<file path="config.mk">
export PLATFORM = sky130hd
export DESIGN_NAME = data_mem_arbiter
export DESIGN_NICKNAME = d
export VERILOG_FILES = /design/src/rtl/data_mem_arbiter.sv
export SDC_FILE = /design/constraint.sdc
export NUM_CORES = 1
export LEC_CHECK = 0
export BUFFER_PORTS_ARGS = -buffer_cell sky130_fd_sc_hd__buf_2
export CAP_MARGIN = 20
export CORE_AREA = 4 4 200 202
export CTS_BUF_LIST = sky130_fd_sc_hd__clkbuf_16
export CTS_CLUSTER_DIAMETER = 60
export DETAILED_ROUTE_END_ITERATION = 7
export DIE_AREA = 0 0 204 206
export GPL_TIMING_DRIVEN = 1
export PLACE_DENSITY = 0.59
export RECOVER_POWER = 25
export SYNTH_ARGS = -nofsm -noshare
export SYNTH_HDL_FRONTEND = slang
export SYNTH_SLANG_ARGS = --single-unit
</file>
<file path="constraint.sdc">
create_clock -name clk -period 3.36 [get_ports clk]
set_input_delay 0.504 -clock clk [delete_from_list [all_inputs] [get_ports clk]]
set_output_delay 0.504 -clock clk [all_outputs]
set_load 0.005 [all_outputs]
</file>
<file path="src/rtl/data_mem_arbiter.sv">
// Purpose : round-robin arbiter sharing one backing-store port between the
//           fetch stage (read-only) and the memory stage (read/write).
// Latency : 3 cycles req->ready with a 1-cycle mem_ack (grant, ack, RESP);
//           2 cycles for an out-of-range address (grant, RESP); a silent
//           backing store is abandoned after TIMEOUT cycles of mem_req.
// Backpressure: requesters hold f_req/d_req until their one-cycle ready
//           pulse; one transaction is in flight at a time, so the loser of
//           an arbitration simply waits in IDLE for its turn.
//
// Ports:
//   clk, rst_n                  clock, asynchronous active-low reset
//   f_req, f_addr               fetch read request / word address
//   f_ready, f_rdata, f_err     fetch completion pulse, data, error flag
//   d_req, d_we, d_addr, d_wdata   memory-stage request / command
//   d_ready, d_rdata, d_err     memory-stage completion pulse, data, error
//   mem_req, mem_we, mem_addr, mem_wdata   command to the backing store
//   mem_ack, mem_rdata          backing store completion and read data
module data_mem_arbiter #(
  parameter int unsigned TIMEOUT  = 16,
  parameter logic [63:0] ADDR_MAX = 64'd8191
) (
  input  logic        clk,
  input  logic        rst_n,

  input  logic        f_req,
  input  logic [63:0] f_addr,
  output logic        f_ready,
  output logic [63:0] f_rdata,
  output logic        f_err,

  input  logic        d_req,
  input  logic        d_we,
  input  logic [63:0] d_addr,
  input  logic [63:0] d_wdata,
  output logic        d_ready,
  output logic [63:0] d_rdata,
  output logic        d_err,

  output logic        mem_req,
  output logic        mem_we,
  output logic [63:0] mem_addr,
  output logic [63:0] mem_wdata,
  input  logic        mem_ack,
  input  logic [63:0] mem_rdata
);

  // Counter only has to reach TIMEOUT-1; keep at least one bit.
  localparam int CW = (TIMEOUT > 1) ? $clog2(TIMEOUT) : 1;
  localparam logic [CW-1:0] CNT_LAST = CW'(TIMEOUT - 1);

  typedef enum logic [1:0] {
    IDLE = 2'd0,
    BUSY = 2'd1,
    RESP = 2'd2
  } state_t;

  // Owner / last_grant encoding: 0 = fetch, 1 = data.
  localparam logic OWN_F = 1'b0;
  localparam logic OWN_D = 1'b1;

  state_t        state;
  logic          owner;
  logic          last_grant;
  logic [CW-1:0] cnt;

  // Arbitration decision, only meaningful in IDLE.
  logic          any_req;
  logic          grant_d;
  logic [63:0]   sel_addr;
  logic          sel_bad;

  always_comb begin
    any_req  = f_req | d_req;
    // Data wins if it is alone, or if both are pending and fetch went last.
    grant_d  = d_req & (~f_req | (last_grant == OWN_F));
    sel_addr = grant_d ? d_addr : f_addr;
    // Plain unsigned compare: huge addresses must not wrap to "legal".
    sel_bad  = (sel_addr > ADDR_MAX);
  end

  always_ff @(posedge clk or negedge rst_n) begin
    if (!rst_n) begin
      state      <= IDLE;
      owner      <= OWN_F;
      last_grant <= OWN_F;
      cnt        <= '0;
      mem_req    <= 1'b0;
      mem_we     <= 1'b0;
      mem_addr   <= '0;
      mem_wdata  <= '0;
      f_ready    <= 1'b0;
      f_err      <= 1'b0;
      f_rdata    <= '0;
      d_ready    <= 1'b0;
      d_err      <= 1'b0;
      d_rdata    <= '0;
    end else begin
      unique case (state)
        IDLE: begin
          if (any_req) begin
            // Latch the whole command so the requester's inputs may wander.
            owner     <= grant_d ? OWN_D : OWN_F;
            mem_we    <= grant_d ? d_we : 1'b0;
            mem_addr  <= sel_addr;
            mem_wdata <= grant_d ? d_wdata : 64'd0;
            cnt       <= '0;
            if (sel_bad) begin
              // Never touch the backing store; answer with an error now.
              state <= RESP;
              if (grant_d) begin
                d_ready <= 1'b1;
                d_err   <= 1'b1;
                d_rdata <= '0;
              end else begin
                f_ready <= 1'b1;
                f_err   <= 1'b1;
                f_rdata <= '0;
              end
            end else begin
              state   <= BUSY;
              mem_req <= 1'b1;
            end
          end
        end

        BUSY: begin
          if (mem_ack) begin
            state   <= RESP;
            mem_req <= 1'b0;
            if (owner == OWN_D) begin
              d_ready <= 1'b1;
              d_err   <= 1'b0;
              // Writes return no data.
              d_rdata <= mem_we ? 64'd0 : mem_rdata;
            end else begin
              f_ready <= 1'b1;
              f_err   <= 1'b0;
              f_rdata <= mem_rdata;
            end
          end else if (cnt == CNT_LAST) begin
            // Backing store went quiet: give up and report an error.
            state   <= RESP;
            mem_req <= 1'b0;
            if (owner == OWN_D) begin
              d_ready <= 1'b1;
              d_err   <= 1'b1;
              d_rdata <= '0;
            end else begin
              f_ready <= 1'b1;
              f_err   <= 1'b1;
              f_rdata <= '0;
            end
          end else begin
            cnt <= cnt + 1'b1;
          end
        end

        RESP: begin
          // The ready pulse lasts exactly this one cycle.
          state      <= IDLE;
          last_grant <= owner;
          f_ready    <= 1'b0;
          f_err      <= 1'b0;
          d_ready    <= 1'b0;
          d_err      <= 1'b0;
        end

        default: begin
          state   <= IDLE;
          mem_req <= 1'b0;
          f_ready <= 1'b0;
          d_ready <= 1'b0;
          f_err   <= 1'b0;
          d_err   <= 1'b0;
        end
      endcase
    end
  end

endmodule

</file>
Yosys cells after proc, flatten, opt, wreduce, memory -nomap -nowiden
Index checks and enable logic that the tools add are counted.
{"block": "totals", "output_inout_bits": 262, "ram_bits": 0, "wordCells": 106, "regBits": 270, "latchBits": 0, "memories": 0, "rom_bits": 0}
{"block": "op_classes", "add_sub_neg": 1, "mux": 59, "shift": 0, "div": 0, "magnitude_cmp": 1, "eq_ne": 13, "reduce_logical": 12, "bitwise_logic": 6, "multipliers": 0}
{"op": "$mux 64", "count": 17}
{"op": "$pmux 64 s2", "count": 2}
{"op": "$gt 64x13->1 const B", "count": 1}
{"op": "$mux 1", "count": 26}
{"op": "$ne 2x2->1 const B", "count": 9}
{"op": "$reduce_and 4->1", "count": 4}
{"op": "$mux 4", "count": 3}
{"op": "$reduce_and 6->1", "count": 2}
{"op": "$reduce_and 5->1", "count": 2}
{"op": "$mux 2", "count": 4}
{"op": "$pmux 1 s2", "count": 4}
{"op": "$pmux 4 s2", "count": 1}
{"op": "$add 4x1->4 const B", "count": 1}
{"op": "$eq 4x4->1 const B", "count": 1}
{"op": "$pmux 2 s2", "count": 1}
{"op": "$reduce_and 2->1", "count": 2}
{"op": "$ne 3x3->1 const B", "count": 1}
{"op": "$not 1->1", "count": 3}
{"op": "$pmux 1 s3", "count": 1}
{"op": "$eq 2x1->1 const B", "count": 1}
{"op": "$eq 2x2->1 const B", "count": 1}
{"op": "$logic_not 2->1", "count": 1}
{"op": "$or 1x1->1", "count": 2}
{"op": "$reduce_bool 2->1", "count": 1}
{"op": "$and 1x1->1", "count": 1}

Logic depth before layout (Yosys ltp)
Gate-level depths: netlist of the first run.
{"block": "logic_depth", "ltp_word": 8, "mapped_depth": 9, "depth_no_buf": 7}

Worst setup path after synthesis of the first run
Ideal clock, no wire load.
{"block": "synth_path", "path_kind": "input to register", "startpoint": "input port f_addr[43]", "endpoint": "register d_rdata[10]", "slack_ns": 1.225, "t_arrival_ns": 2.067, "setup_ns": 0.068, "cell_stages": 6, "required_ns": 3.292, "path_cell_list": "or4_1 -> nor4_4 -> o21ai_2 -> o21ai_4 -> buf_6 -> a32o_1"}
{"block": "synth_between", "elab_chain_len": 4}
{"element": "start, declared", "line": "26", "source": "input logic [63:0] f_addr,"}
{"element": "$mux 64", "line": "76", "source": "sel_addr = grant_d ? d_addr : f_addr;"}
{"element": "$gt 64x13->1", "line": "78", "source": "sel_bad = (sel_addr > ADDR_MAX);"}
{"element": "$ne 2x2->1 (no line)"}
{"element": "$reduce_and 6->1 (no line)"}
{"element": "end signal, assigned", "line": "134", "source": "d_rdata <= mem_we ? 64'd0 : mem_rdata;"}
{"element": "end, declared", "line": "36", "source": "output logic [63:0] d_rdata,"}
Every way passes these cells.
A chain may end at the register's enable or synchronous reset.

Worst setup path in the final report of the first run
{"block": "layout_path", "startpoint": "register state[1]", "endpoint": "register f_rdata[40]"}
{"block": "layout_between", "elab_chain_len": 3, "elab_cells_between_ends": 10, "classes_between": "6 x eq/ne; 1 x mux; 3 x reduce/logical"}
{"element": "start, declared", "line": "61", "source": "state_t state;"}
{"element": "start signal, assigned", "line": "83", "source": "state <= IDLE;"}
{"element": "start signal, assigned", "line": "109", "source": "state <= RESP;"}
{"element": "start signal, assigned", "line": "120", "source": "state <= BUSY;"}
{"element": "$eq 2x1->1 or $logic_not 2->1 (tied branches)", "line": "98", "source": "unique case (state)"}
{"element": "$ne 3x3->1 (no line), or another cell as far along"}
{"element": "$reduce_and 6->1 (no line)"}
{"element": "end signal, assigned", "line": "138", "source": "f_rdata <= mem_rdata;"}
{"element": "end, declared", "line": "28", "source": "output logic [63:0] f_rdata,"}
Parallel ways exist; a longest one is shown, timed or not.

==> implementation parameters, run 1 <==
Parameter                              Value

Power and ir drop
  Power after layout ... between 10 and 15 mW
  Sequential power share ... roughly two fifths
  Net switching share of the total power ... about 33%
  Clock power frac ... 30.6%
  Relative contribution of combinational cells to total power ... 28.2%
  Peak ir drop on the vdd network ... about 0.4 mV
  Total power per unit cell area ... 742.9 nW/µm²
  Internal power ... 7.449 mW
  Standby leakage power ... 7.733 nW
  P_sw ... between 3 and 4 mW

Setup path
  CP required ... approximately 3.8 ns
  Data arrival time of the critical path ... 3.13 ns
  Cell breakdown of the critical path ... nor2_1 > a22oi_1 > and2b_1 > a21boi_1 > a31oi_4 > buf_12 > a22o_1
  Reg-to-reg critical path startpoint ... state[1]
  R2r setup slk ... about 0.66 ns
  Reg-to-reg critical path endpoint ... f_rdata[40]
  Cell count along the critical path ... 7
  Worst stage delay on the critical path ... around 0.6 ns
  Type of the worst setup path ... reg2reg
  Depth of the most critical reg-to-reg path ... 7
  Crit path buffers/inverters ... 1
  Launching instance or port of the critical path ... state[1]
  Max Fanout on Critical Path ... 65
  Critical Path Start Type ... register
  CP Capture Type ... register
  Capture point of the critical path ... f_rdata[40]
  Delay-heaviest family, CP ... compound AO/OA/AOI/OAI gates
  Highest-delay cell along the critical path ... dfrtp_1

Die
  Initial Util ... 27.95%
  Die Width ... ~200 µm
  Core footprint ... about 38000 µm²
  I/O pin total ... 524
  Die Height ... 206 µm
  Die outline area ... ~42000 µm²
  Placement Rows ... between 70 and 80

Routing
  Drt wl/cell ... a little under 20 µm
  DR vias ... a little under 10000
  Post-detailed-route via-to-cell ratio ... slightly below 5
  Count of TritonRoute iterations in the first routing pass ... 5
  Total Wirelength ... 38.16 mm
  Detailed-route DRC error count ... 0
  Initial DRC Count ... about 670
  Antenna-violating nets left ... 0

STA
  Setup TNS ... 0 ns
  Post-route fraction of the period consumed by the critical path ... 80.49%
  RSZ-0062 raised after global routing ... no
  Max Freq ... 369.8 MHz
  Minimum period implied by the final worst setup slack ... about 2.7 ns
  Number of failing setup endpoints in the final timing report ... 0
  Max-slew violations ... 78
  Worst-Margin Slew ... ~2.2 ns
  Worst Skew ... ~0.014 ns
  Worst max-slew margin expressed relative to the limit ... -45.94%
  Total count of hold-check failures in the final report ... 0

Clock network
  Number of buffers created by CTS ... 30
  Post-cts sizing count ... 0
  Clock tree root driver cell ... clkbuf_16
  Clk sink count ... 270
  Clk pin slew, worst setup/hold paths ... ~0.060 ns
  Clock tree from TritonCTS ... yes
  Maximum level of the CTS H-tree ... 1
  Worst-case clock buffer depth ... 3
  Clock latency on the worst-skew pair ... 0.55 ns

Final layout
  Relative area change from synthesis to final layout ... 39.16%
  Net count of the finished layout ... roughly 1700
  Share of cells above drive strength 1 ... a little over two fifths
  Final non-filler cell area ... roughly 15000 µm²

Yosys
  Number of register bits inferred by synthesis ... 270
  Synthesized net count ... roughly 1200
  Area of the mapped netlist ... between 10000 and 15000 µm²
  Post-synthesis average cell area ... 11.86 µm²
  Sequential cell area fraction in the yosys report ... between 60 and 70%
  Synthesized instance count ... ~900
  Number of distinct standard cells referenced by the synthesized netlist ... 44
  Number of warnings issued by yosys ... 0

Global routing
  Vias in the first global route ... roughly 9500
  Initial antenna violation count ... 6
  Pin count of the biggest net entering global routing ... between 100 and 150
  Global-route wire length before repair ... 56.50 mm
  Remaining global-route overflow ... 0
  Total GRT Usage ... between 15 and 20%

Placement
  Final HPWL from detailed placement ... 27.97 mm
  Placed Area ... 13860 µm²
  Final estimated routing congestion in global placement ... about 0.91
  Number of buffers inserted by port buffering ... between 500 and 600

Run status
  Violated checks ... capacitance limit, slew limit
  Run status ... finished, violations left

Flow run
  Total of max-cap violations ... 1

Worst hold path
  Class of the tightest hold or removal check ... in2reg
  Worst hold path depth ... 2
==> Yosys cell counts, drive strengths merged <==
cell type / number / area [µm²]
nand2: 140 / 525.5
and2: 1 / 6.260
nor3b: 2 / 20.02
dfrtp: 270 / 6756
nor2: 73 / 274.0
a22o: 129 / 1130
ha: 1 / 12.51
a211oi: 1 / 7.510
nand2b: 2 / 12.51
and2b: 1 / 7.510
inv: 3 / 11.26
a21bo: 1 / 10.01
a32o: 64 / 640.6
buf: 24 / 182.7
nor4: 20 / 155.2
clkbuf: 52 / 195.2
a31o: 1 / 8.760
a21oi: 7 / 35.03
nand3: 8 / 40.04
o21ai: 8 / 55.06
or4: 2 / 18.77
o311ai: 1 / 8.760
o221a: 1 / 11.26
a31oi: 65 / 412.9
o31ai: 1 / 7.510
nor3: 8 / 40.04
a21boi: 3 / 26.28
xor2: 1 / 8.760
a221oi: 1 / 8.760
nand4: 6 / 37.54
a22oi: 2 / 15.01
or3: 2 / 12.51
o211ai: 1 / 7.510
==> cells in the final DEF (no fill, tap or decap), drive strengths merged, types with 3 or more instances in the layout <==
master and count:
a21boi 3, nor4 20, clkbuf 35, nor3 8
buf 539, dfrtp 270, nand2 140, nor2 73
o21ai 8, nand3 8, a22o 129, nand4 6
a32o 64, diode 4, inv 9, a31oi 65
clkinv 12, a21oi 7, bufinv 5
==> metal layers <==
metal  vias up  routed length (µm)  global-route usage [%]
met5         -                   7                       0
li1       4403                   -                       -
met4         2                1230                   6.054
met1      4734               15540                   22.04
met2       455               18020                   27.10
met3        66                3366                   4.284
==> worst min path at each step <==
| stage | end | from | slack (ns) |
|---|---|---|---|
| final | mem_wdata[62] | d_wdata[62] | 0.17 |
| after global placement | mem_wdata[32] | mem_wdata[32] | 0.48 |
| after detailed placement | mem_wdata[10] | mem_wdata[10] | 0.49 |
| after CTS | mem_wdata[62] | d_wdata[62] | 0.14 |
| after floorplan | cnt[0] | rst_n | 0.21 |
| after global routing | mem_wdata[34] | d_wdata[34] | 0.15 |
==> final cells by class <==
type | count | area [µm²]
antenna | 4 | 10.01
clock buffer | 31 | 775.7
clock inverter | 25 | 256.5
fill | 3827 | 23390
inverter | 3 | 11.26
multi-input combinational | 553 | 3603
sequential | 270 | 6756
tap | 518 | 648.1
timing repair buffer | 544 | 2830
==> logic make-up after synthesis <==
family / synth area share (%)
simple gates: 10.74
compound gates: 22.28
xor+xnor: 0.08186
buf+inv: 3.636
fa+ha+maj: 0.1169
flops: 63.14
==> through the flow <==
step | hold slack (ns) | std cells | utilization [%] | setup WS, ns
3_3_place_gp | 0.4834 | 1887 | 36.21 | 0.6182
3_5_place_dp | 0.4854 | 1887 | 36.21 | 0.6100
6_report | 0.1711 | 1948 | 38.90 | 0.6556
5_1_grt | 0.1451 | 1947 | 38.89 | 0.2691
4_1_cts | 0.1368 | 1944 | 38.93 | 0.6861
2_1_floorplan | 0.2084 | 902 | - | 1.225
==> worst register-to-register path: cells and delay by family (launching register included) <==
kind / cells / cell delay, ns
and+or+nand+nor: 2 / 0.57
AOI/OAI and AO/OA: 4 / 1.20
DFF: 1 / 0.61
buffers and inverters: 1 / 0.20
==> registers in the layout (all words and copies together), names as in the netlist <==
register / flops
d_rdata: 64
f_rdata: 64
mem_addr: 64
mem_wdata: 64
cnt: 4
state: 2
d_err: 1
d_ready: 1
f_err: 1
f_ready: 1
last_grant: 1
mem_req: 1
mem_we: 1
owner: 1
==> repair_timing <==
| action | in CTS | in global routing |
|---|---|---|
| hold buffers | 1 | 0 |
| hold endpoints to repair | 72 | 0 |
| buffers inserted | 0 | 0 |
==> power groups by stage <==
stage | Combinational [mW] | Sequential, mW | Clock (mW)
after floorplan | 1.55 | 4.59 | 0
after global placement | 3.16 | 4.58 | 0
after detailed placement | 3.19 | 4.59 | 0
after CTS | 3.19 | 4.56 | 3.49
after global routing | 3.44 | 4.65 | 3.63
final | 3.12 | 4.56 | 3.39
Note: power is estimated with default switching activity, not from simulation.
==> run 2: changes to the inputs <==
==> constraint.sdc (replaced) <==
create_clock -name clk -period 2.6 [get_ports clk]
set_input_delay 0.39 -clock clk [delete_from_list [all_inputs] [get_ports clk]]
set_output_delay 0.39 -clock clk [all_outputs]
set_load 0.005 [all_outputs]
==> implementation parameters, run 2 (same netlist as run 1, synthesis figures left out) <==
Parameter                              Value

Run status
  Run status ... finished, violations left
  Violated checks ... capacitance limit, slew limit

Final layout
  Share of cells above drive strength 1 ... 43.11% (+0.90 points)
  Storage cell area ... 6756 µm² (unchanged)
  Relative area change from synthesis to final layout ... 42.14%
  Net count of the finished layout ... 1686 (+1.3%)
  Number of standard cells in the layout, taps in and fillers out ... 1964 (+0.82%)
  Final non-filler cell area ... 15210 µm² (+2.1%)
  Commonest cells after routing, fill and taps aside ... 522 x buf_2, 270 x dfrtp_1, 139 x nand2_1
  Leading cell type in the layout, fill and taps excluded ... buf_2
  Fill count ... 3783 (-1.1%)
  Footprint of the multi-input gates ... 3608 µm² (+0.14%)

Die
  Core footprint ... 38290 µm² (unchanged)
  I/O pin total ... 524 (unchanged)
  Die Height ... 206 µm (unchanged)
  Die Width ... 204 µm (unchanged)
  Placement Rows ... 72 (unchanged)
  Initial Util ... 27.95% (unchanged)
  Die outline area ... 42020 µm² (unchanged)

Global routing
  Pin count of the biggest net entering global routing ... 131 (+8.3%)
  Initial antenna violation count ... 3 (-3)
  Vias in the first global route ... 9480 (-0.68%)
  Global-route wire length before repair ... 56.84 mm (+0.59%)
  Remaining global-route overflow ... 0 (unchanged)
  Total GRT Usage ... 16.98% (+0.18 points)

STA
  Worst Skew ... 0.01054 ns (-0.003582 ns)
  RSZ-0062 raised after global routing ... no
  Post-route fraction of the period consumed by the critical path ... 89.23% (+8.7 points)
  Max Freq ... 431.0 MHz (+17%)
  Minimum period implied by the final worst setup slack ... 2.320 ns (-0.3843 ns)
  Max-slew violations ... 66 (-15%)
  Total count of hold-check failures in the final report ... 0 (unchanged)
  Setup TNS ... 0 ns (unchanged)
  WHS ... 0.09790 ns (-0.07317 ns)
  Number of failing setup endpoints in the final timing report ... 0 (unchanged)
  Worst-Margin Slew ... 1.901 ns (-0.2877 ns)
  Worst max-slew margin expressed relative to the limit ... -26.76% (+19 points)

Setup path
  Launching instance or port of the critical path ... last_grant
  R2r setup slk ... 0.28 ns (-0.38 ns)
  Reg-to-reg critical path startpoint ... last_grant
  CP Capture Type ... register
  Capture point of the critical path ... d_rdata[8]
  Highest-delay cell along the critical path ... dfrtp_1
  Crit path buffers/inverters ... 1 (unchanged)
  Reg-to-reg critical path endpoint ... d_rdata[8]
  Depth of the most critical reg-to-reg path ... 7 (unchanged)
  Critical Path Start Type ... register
  Data arrival time of the critical path ... 2.75 ns (-0.38 ns)
  Worst stage delay on the critical path ... 0.46 ns (-0.15 ns)
  Max Fanout on Critical Path ... 52 (-20%)
  Type of the worst setup path ... reg2reg
  Cell count along the critical path ... 7 (unchanged)
  Cell breakdown of the critical path ... a21bo_2 > nand3_1 > a22oi_1 > o21ai_2 > o21ai_4 > buf_12 > a32o_1
  CP required ... 3.03 ns (-0.75 ns)
  Delay-heaviest family, CP ... compound AO/OA/AOI/OAI gates

Clock network
  Post-cts sizing count ... 0 (unchanged)
  Clock latency on the worst-skew pair ... 0.50 ns (-0.05 ns)
  Clock tree from TritonCTS ... yes
  Clk sink count ... 270 (unchanged)
  Clock tree root driver cell ... clkbuf_16
  Maximum level of the CTS H-tree ... 2 (+1)
  Number of buffers created by CTS ... 34 (+13%)
  Worst-case clock buffer depth ... 3 (unchanged)
  Clk pin slew, worst setup/hold paths ... 0.06 ns (about the same)

Routing
  Total Wirelength ... 38.21 mm (+0.11%)
  Drt wl/cell ... 19.45 µm (-0.70%)
  Post-detailed-route via-to-cell ratio ... 4.950 (-0.18%)
  Detailed-route DRC error count ... 0 (unchanged)
  Count of TritonRoute iterations in the first routing pass ... 5 (unchanged)
  Antenna-violating nets left ... 0 (unchanged)
  DR vias ... 9722 (+0.64%)
  Initial DRC Count ... 554 (-17%)

Placement
  Final HPWL from detailed placement ... 28.42 mm (+1.6%)
  Final estimated routing congestion in global placement ... 0.9330 (+2.7%)
  Placed instance count ... 1904 (+0.90%)
  Number of buffers inserted by port buffering ... 523 (unchanged)
  Placed Area ... 14080 µm² (+1.6%)

Flow run
  Total of max-cap violations ... 1 (unchanged)

Worst hold path
  Worst hold path depth ... 2 (unchanged)
  Class of the tightest hold or removal check ... in2reg

Power and ir drop
  Peak ir drop on the vdd network ... 0.4651 mV (+16%)
  Total power per unit cell area ... 975.7 nW/µm² (+31%)
  Standby leakage power ... 7.905 nW (+2.2%)
  Power after layout ... 14.84 mW (+34%)
==> run 2: worst min path at each step <==
stage                            from       endpoint
after floorplan                 rst_n         cnt[0]
after global placement          rst_n    f_rdata[31]
after detailed placement        rst_n    f_rdata[31]
after CTS                 d_wdata[46]  mem_wdata[46]
after global routing      d_wdata[46]  mem_wdata[46]
final                      d_wdata[0]   mem_wdata[0]
==> run 2: cell type report <==
class,instances,area share (%)
inverter,3,0.07403
multi-input combinational,553,23.72
sequential,270,44.42
clock inverter,21,1.407
antenna,1,0.01645
timing repair buffer,561,20.01
clock buffer,37,6.087
tap,518,4.261
==> run 2: routing by layer <==
layer  vias to the layer above  share of wire (%)  track usage (%)
li1                       4435                  -                -
met1                      4795                 42            22.65
met2                       437                 48            27.69
met3                        53                7.9            4.237
met4                         2                2.2            4.738
met5                         -              0.052                0
==> run 2: power by group <==
group | internal (mW) | total (mW) | switching [mW]
logic | 1.88 | 4.21 | 2.33
clock network | 2.96 | 4.77 | 1.81
registers | 5.24 | 5.86 | 0.620
total | 10.1 | 14.8 | 4.76
==> run 2: stage by stage <==
stage	util [%]	setup slack, ns
2_1_floorplan	-	0.5790
6_report	39.73	0.2799
3_5_place_dp	36.77	0.01682
4_1_cts	39.78	0.2214
3_3_place_gp	36.77	0.08791
5_1_grt	39.73	0.05482
==> run 2: worst reg2reg max path, stage by stage, from the launching register on <==
cell	delay, ns
dfrtp_1	0.46
a21bo_2	0.34
nand3_1	0.18
a22oi_1	0.31
o21ai_2	0.21
o21ai_4	0.23
buf_12	0.27
a32o_1	0.25
==> run 2: what timing repair did <==
item,4_1_cts,5_1_grt
endpoints found under the hold margin,57,0
hold buffers,1,0
buffers inserted,0,0
==> run 3: changes to the inputs <==
==> config.mk (replaced) <==
export PLATFORM = sky130hd
export DESIGN_NAME = data_mem_arbiter
export DESIGN_NICKNAME = d
export VERILOG_FILES = /design/src/rtl/data_mem_arbiter.sv
export SDC_FILE = /design/constraint.sdc
export NUM_CORES = 1
export LEC_CHECK = 0
export ABC_AREA = 1
export BUFFER_PORTS_ARGS = -buffer_cell sky130_fd_sc_hd__buf_2
export CAP_MARGIN = 20
export CORE_MARGIN = 4
export CORE_UTILIZATION = 30
export CTS_BUF_LIST = sky130_fd_sc_hd__clkbuf_16
export CTS_CLUSTER_DIAMETER = 60
export DETAILED_ROUTE_END_ITERATION = 7
export GPL_TIMING_DRIVEN = 1
export PLACE_DENSITY = 0.61
export RECOVER_POWER = 25
export SYNTH_ARGS = -nofsm -noshare
export SYNTH_HDL_FRONTEND = slang
export SYNTH_SLANG_ARGS = --single-unit
export TNS_END_PERCENT = 100
==> implementation parameters, run 3 <==
Parameter                              Value

Run status
  Run status ... finished, violations left
  Violated checks ... capacitance limit, slew limit

Yosys
  Adder-Cell Fraction of Synth Area ... 0.1046% (-0.012 points)
  Top cells by instance count after synthesis ... 485 x nand2_1, 270 x dfrtp_1, 133 x nor2_1, 101 x o21ai_0, 69 x clkbuf_1
  Area of the mapped netlist ... 11970 µm² (+12%)
  Fraction of post-synthesis cell area in the top cell type by area ... 56.46% (-6.7 points)
  Share of async-settable or async-resettable flops after synthesis ... 100.0% (unchanged)
  Number of distinct standard cells referenced by the synthesized netlist ... 30 (-32%)
  Synthesized instance count ... 1398 (+55%)
  Area fraction in and, or, nand and nor cells after synthesis ... 25.49% (+15 points)
  Number of enable-type register cells in the synthesized netlist ... 0 (unchanged)
  Number of warnings issued by yosys ... 0 (unchanged)
  Fraction of synthesized area in multiplexers ... 0% (unchanged)
  Number of register bits inferred by synthesis ... 270 (unchanged)
  Synth Flop Type ... dfrtp_1
  Combinational family with the most area after synthesis ... simple AND/OR/NAND/NOR gates
  Sequential cell area fraction in the yosys report ... 56.46% (-6.7 points)
  Count leader, synth ... nand2_1
  Fraction of the mapped netlist area in compound gates ... 12.16% (-10 points)
  Post-synthesis cell type with the largest combined area ... dfrtp_1
  Post-synthesis average cell area ... 8.560 µm² (-28%)
  Xor-xnor portion of the synthesized cell area ... 0% (-0.082 points)
  Synthesized net count ... 1661 (+43%)
  Largest cells by area after synthesis ... dfrtp_1 56%, nand2_1 15%, a22o_1 4.7%

Routing
  Post-detailed-route via-to-cell ratio ... 4.805 (-2.9%)
  Total Wirelength ... 44.44 mm (+16%)
  Detailed-route DRC error count ... 0 (unchanged)
  Initial DRC Count ... 723 (+31%)
  DR vias ... 11770 (+21%)
  Count of TritonRoute iterations in the first routing pass ... 5 (unchanged)
  Drt wl/cell ... 18.14 µm (-6.8%)
  Antenna-violating nets left ... 0 (unchanged)

Die
  Initial Util ... 30.68% (+2.7 points)
  Die outline area ... 43150 µm² (+2.7%)
  Core footprint ... 39010 µm² (+1.9%)
  Die Height ... 207.7 µm (+0.83%)
  I/O pin total ... 524 (unchanged)
  Placement Rows ... 72 (unchanged)
  Die Width ... 207.7 µm (+1.8%)

Final layout
  Leading cell type in the layout, fill and taps excluded ... buf_2
  Net count of the finished layout ... 2162 (+28%)
  Share of cells above drive strength 1 ... 33.21% (-9.9 points)
  Number of standard cells in the layout, taps in and fillers out ... 2450 (+25%)
  Fill count ... 3949 (+4.4%)
  Relative area change from synthesis to final layout ... 38.17%
  Commonest cells after routing, fill and taps aside ... 524 x buf_2, 483 x nand2_1, 270 x dfrtp_1

Global routing
  Global-route wire length before repair ... 67.47 mm (+19%)
  Vias in the first global route ... 11750 (+24%)
  Total GRT Usage ... 19.37% (+2.4 points)
  Pin count of the biggest net entering global routing ... 73 (-44%)
  Remaining global-route overflow ... 0 (unchanged)
  Initial antenna violation count ... 7 (+4)

Clock network
  Clock tree from TritonCTS ... yes
  Maximum level of the CTS H-tree ... 2 (unchanged)
  Clk pin slew, worst setup/hold paths ... 0.06 ns (about the same)
  Clock latency on the worst-skew pair ... 0.54 ns (+0.04 ns)
  Clock tree root driver cell ... clkbuf_16
  Number of buffers created by CTS ... 36 (+5.9%)
  Worst-case clock buffer depth ... 3 (unchanged)
  Clk sink count ... 270 (unchanged)

Placement
  Final estimated routing congestion in global placement ... 0.9128 (-2.2%)
  Number of buffers inserted by port buffering ... 523 (unchanged)
  Final HPWL from detailed placement ... 32.48 mm (+14%)
  Placed instance count ... 2372 (+25%)

Setup path
  Data arrival time of the critical path ... 2.82 ns (+0.07 ns)
  Reg-to-reg critical path startpoint ... last_grant
  Launching instance or port of the critical path ... last_grant
  Type of the worst setup path ... reg2reg
  Max Fanout on Critical Path ... 34 (-35%)
  CP Capture Type ... register
  CP required ... 3.02 ns (about the same)
  Critical Path Start Type ... register

Power and ir drop
  Peak ir drop on the vdd network ... 0.7033 mV (+51%)
  Standby leakage power ... 8.992 nW (+14%)
  Power after layout ... 15.79 mW (+6.4%)
  Total power per unit cell area ... 954.9 nW/µm² (-2.1%)

STA
  Total count of hold-check failures in the final report ... 0 (unchanged)
  Worst Skew ... 0.02111 ns (+0.01057 ns)
  Worst max-slew margin expressed relative to the limit ... -23.34% (+3.4 points)
  Minimum period implied by the final worst setup slack ... 2.404 ns (+0.08435 ns)
  RSZ-0062 raised after global routing ... no
  Number of failing setup endpoints in the final timing report ... 0 (unchanged)
  Max Freq ... 415.9 MHz (-3.5%)
  Max-slew violations ... 71 (+7.6%)
  Post-route fraction of the period consumed by the critical path ... 92.48% (+3.2 points)
  Worst-Margin Slew ... 1.850 ns (-0.05142 ns)

Worst hold path
  Class of the tightest hold or removal check ... in2reg
  Start point of the worst hold path ... d_wdata[53]

Flow run
  Total of max-cap violations ... 1 (unchanged)
==> run 3: cell types whose count changed in the layout (fill, tap and decap cells not counted), moves of 58 or more <==
cell	delta
nand2_1	+344
o21ai_0	+97
a22o_1	-65
a32o_1	-64
nand4_1	+60
nor2_1	+58
==> run 3: path summary, 6_finish.rpt <==
kind	end	slack, ns	depth (start not counted)
worst max-delay path	d_rdata[31]	0.20	12
worst min-delay path	mem_wdata[53]	0.07	2
worst max register to register	d_rdata[31]	0.20	12
worst min register to register	d_err	0.47	2
max in group asynchronous	mem_wdata[29]	0.40	3
min in group asynchronous	f_rdata[8]	0.94	2
==> run 3: stage by stage <==
step	setup TNS (ns)	setup slack, ns	utilization, %	instance area [µm²]	hold WS (ns)
2_1_floorplan	0	0.5021	-	11970	0.09441
3_3_place_gp	0	0.04331	39.07	15240	0.4210
6_report	0	0.1956	42.39	16530	0.07370
3_5_place_dp	-0.04284	-0.01092	39.07	15240	0.4251
5_1_grt	0	0.003489	42.37	16530	0.05165
4_1_cts	0	0.05753	42.03	16390	0.02936
==> run 3: logic make-up after synthesis <==
kind of cell             Yosys count
AND/OR/NAND/NOR                  738
AO/OA/AOI/OAI                    235
flip-flops                       270
buffers and inverters            154
adder cells (fa/ha/maj)            1
==> run 3: repair_timing <==
item | CTS | global route
endpoints found under the setup margin | 0 | 130
setup buffers | 0 | 3
hold buffers | 1 | 0
gates resized for setup | 0 | 8
hold endpoints to repair | 64 | 0
==> run 3: cell type report <==
class                   instances  area [µm²]  area share [%]
clock buffers                  37       925.9           5.600
diodes                          5       12.51         0.07567
well taps                     518       648.1           3.920
clock inverters                29       217.7           1.317
repair buffers                571        3211           19.42
inverters                      46       175.2           1.059
multi-input cells             974        4588           27.75
flip-flops and latches        270        6756           40.86
==> run 3: layer usage <==
metal / global-route usage (%) / share of wire, %
met1: 24.11 / 40
met2: 32.79 / 49
met3: 5.985 / 8.1
met4: 5.323 / 2.2
met5: 0 / 0.016
==> run 3: worst max-delay path, stage by stage (launching register included) <==
cell       delay, ns
dfrtp_1         0.41
nand2_2         0.12
nand2_4         0.10
buf_12          0.18
or2_2           0.28
o21ai_0         0.10
nand3_1         0.19
nor2_4          0.23
nand3_2         0.12
nand2_4         0.14
buf_12          0.13
clkbuf_16       0.17
o21ai_0         0.09
==> run 3: where the power goes <==
part | switching (mW) | leakage (nW) | total, mW | internal (mW)
clock network | 1.96 | 0.588 | 4.78 | 2.82
registers | 0.601 | 3.55 | 5.82 | 5.22
logic | 3.07 | 4.85 | 5.18 | 2.11
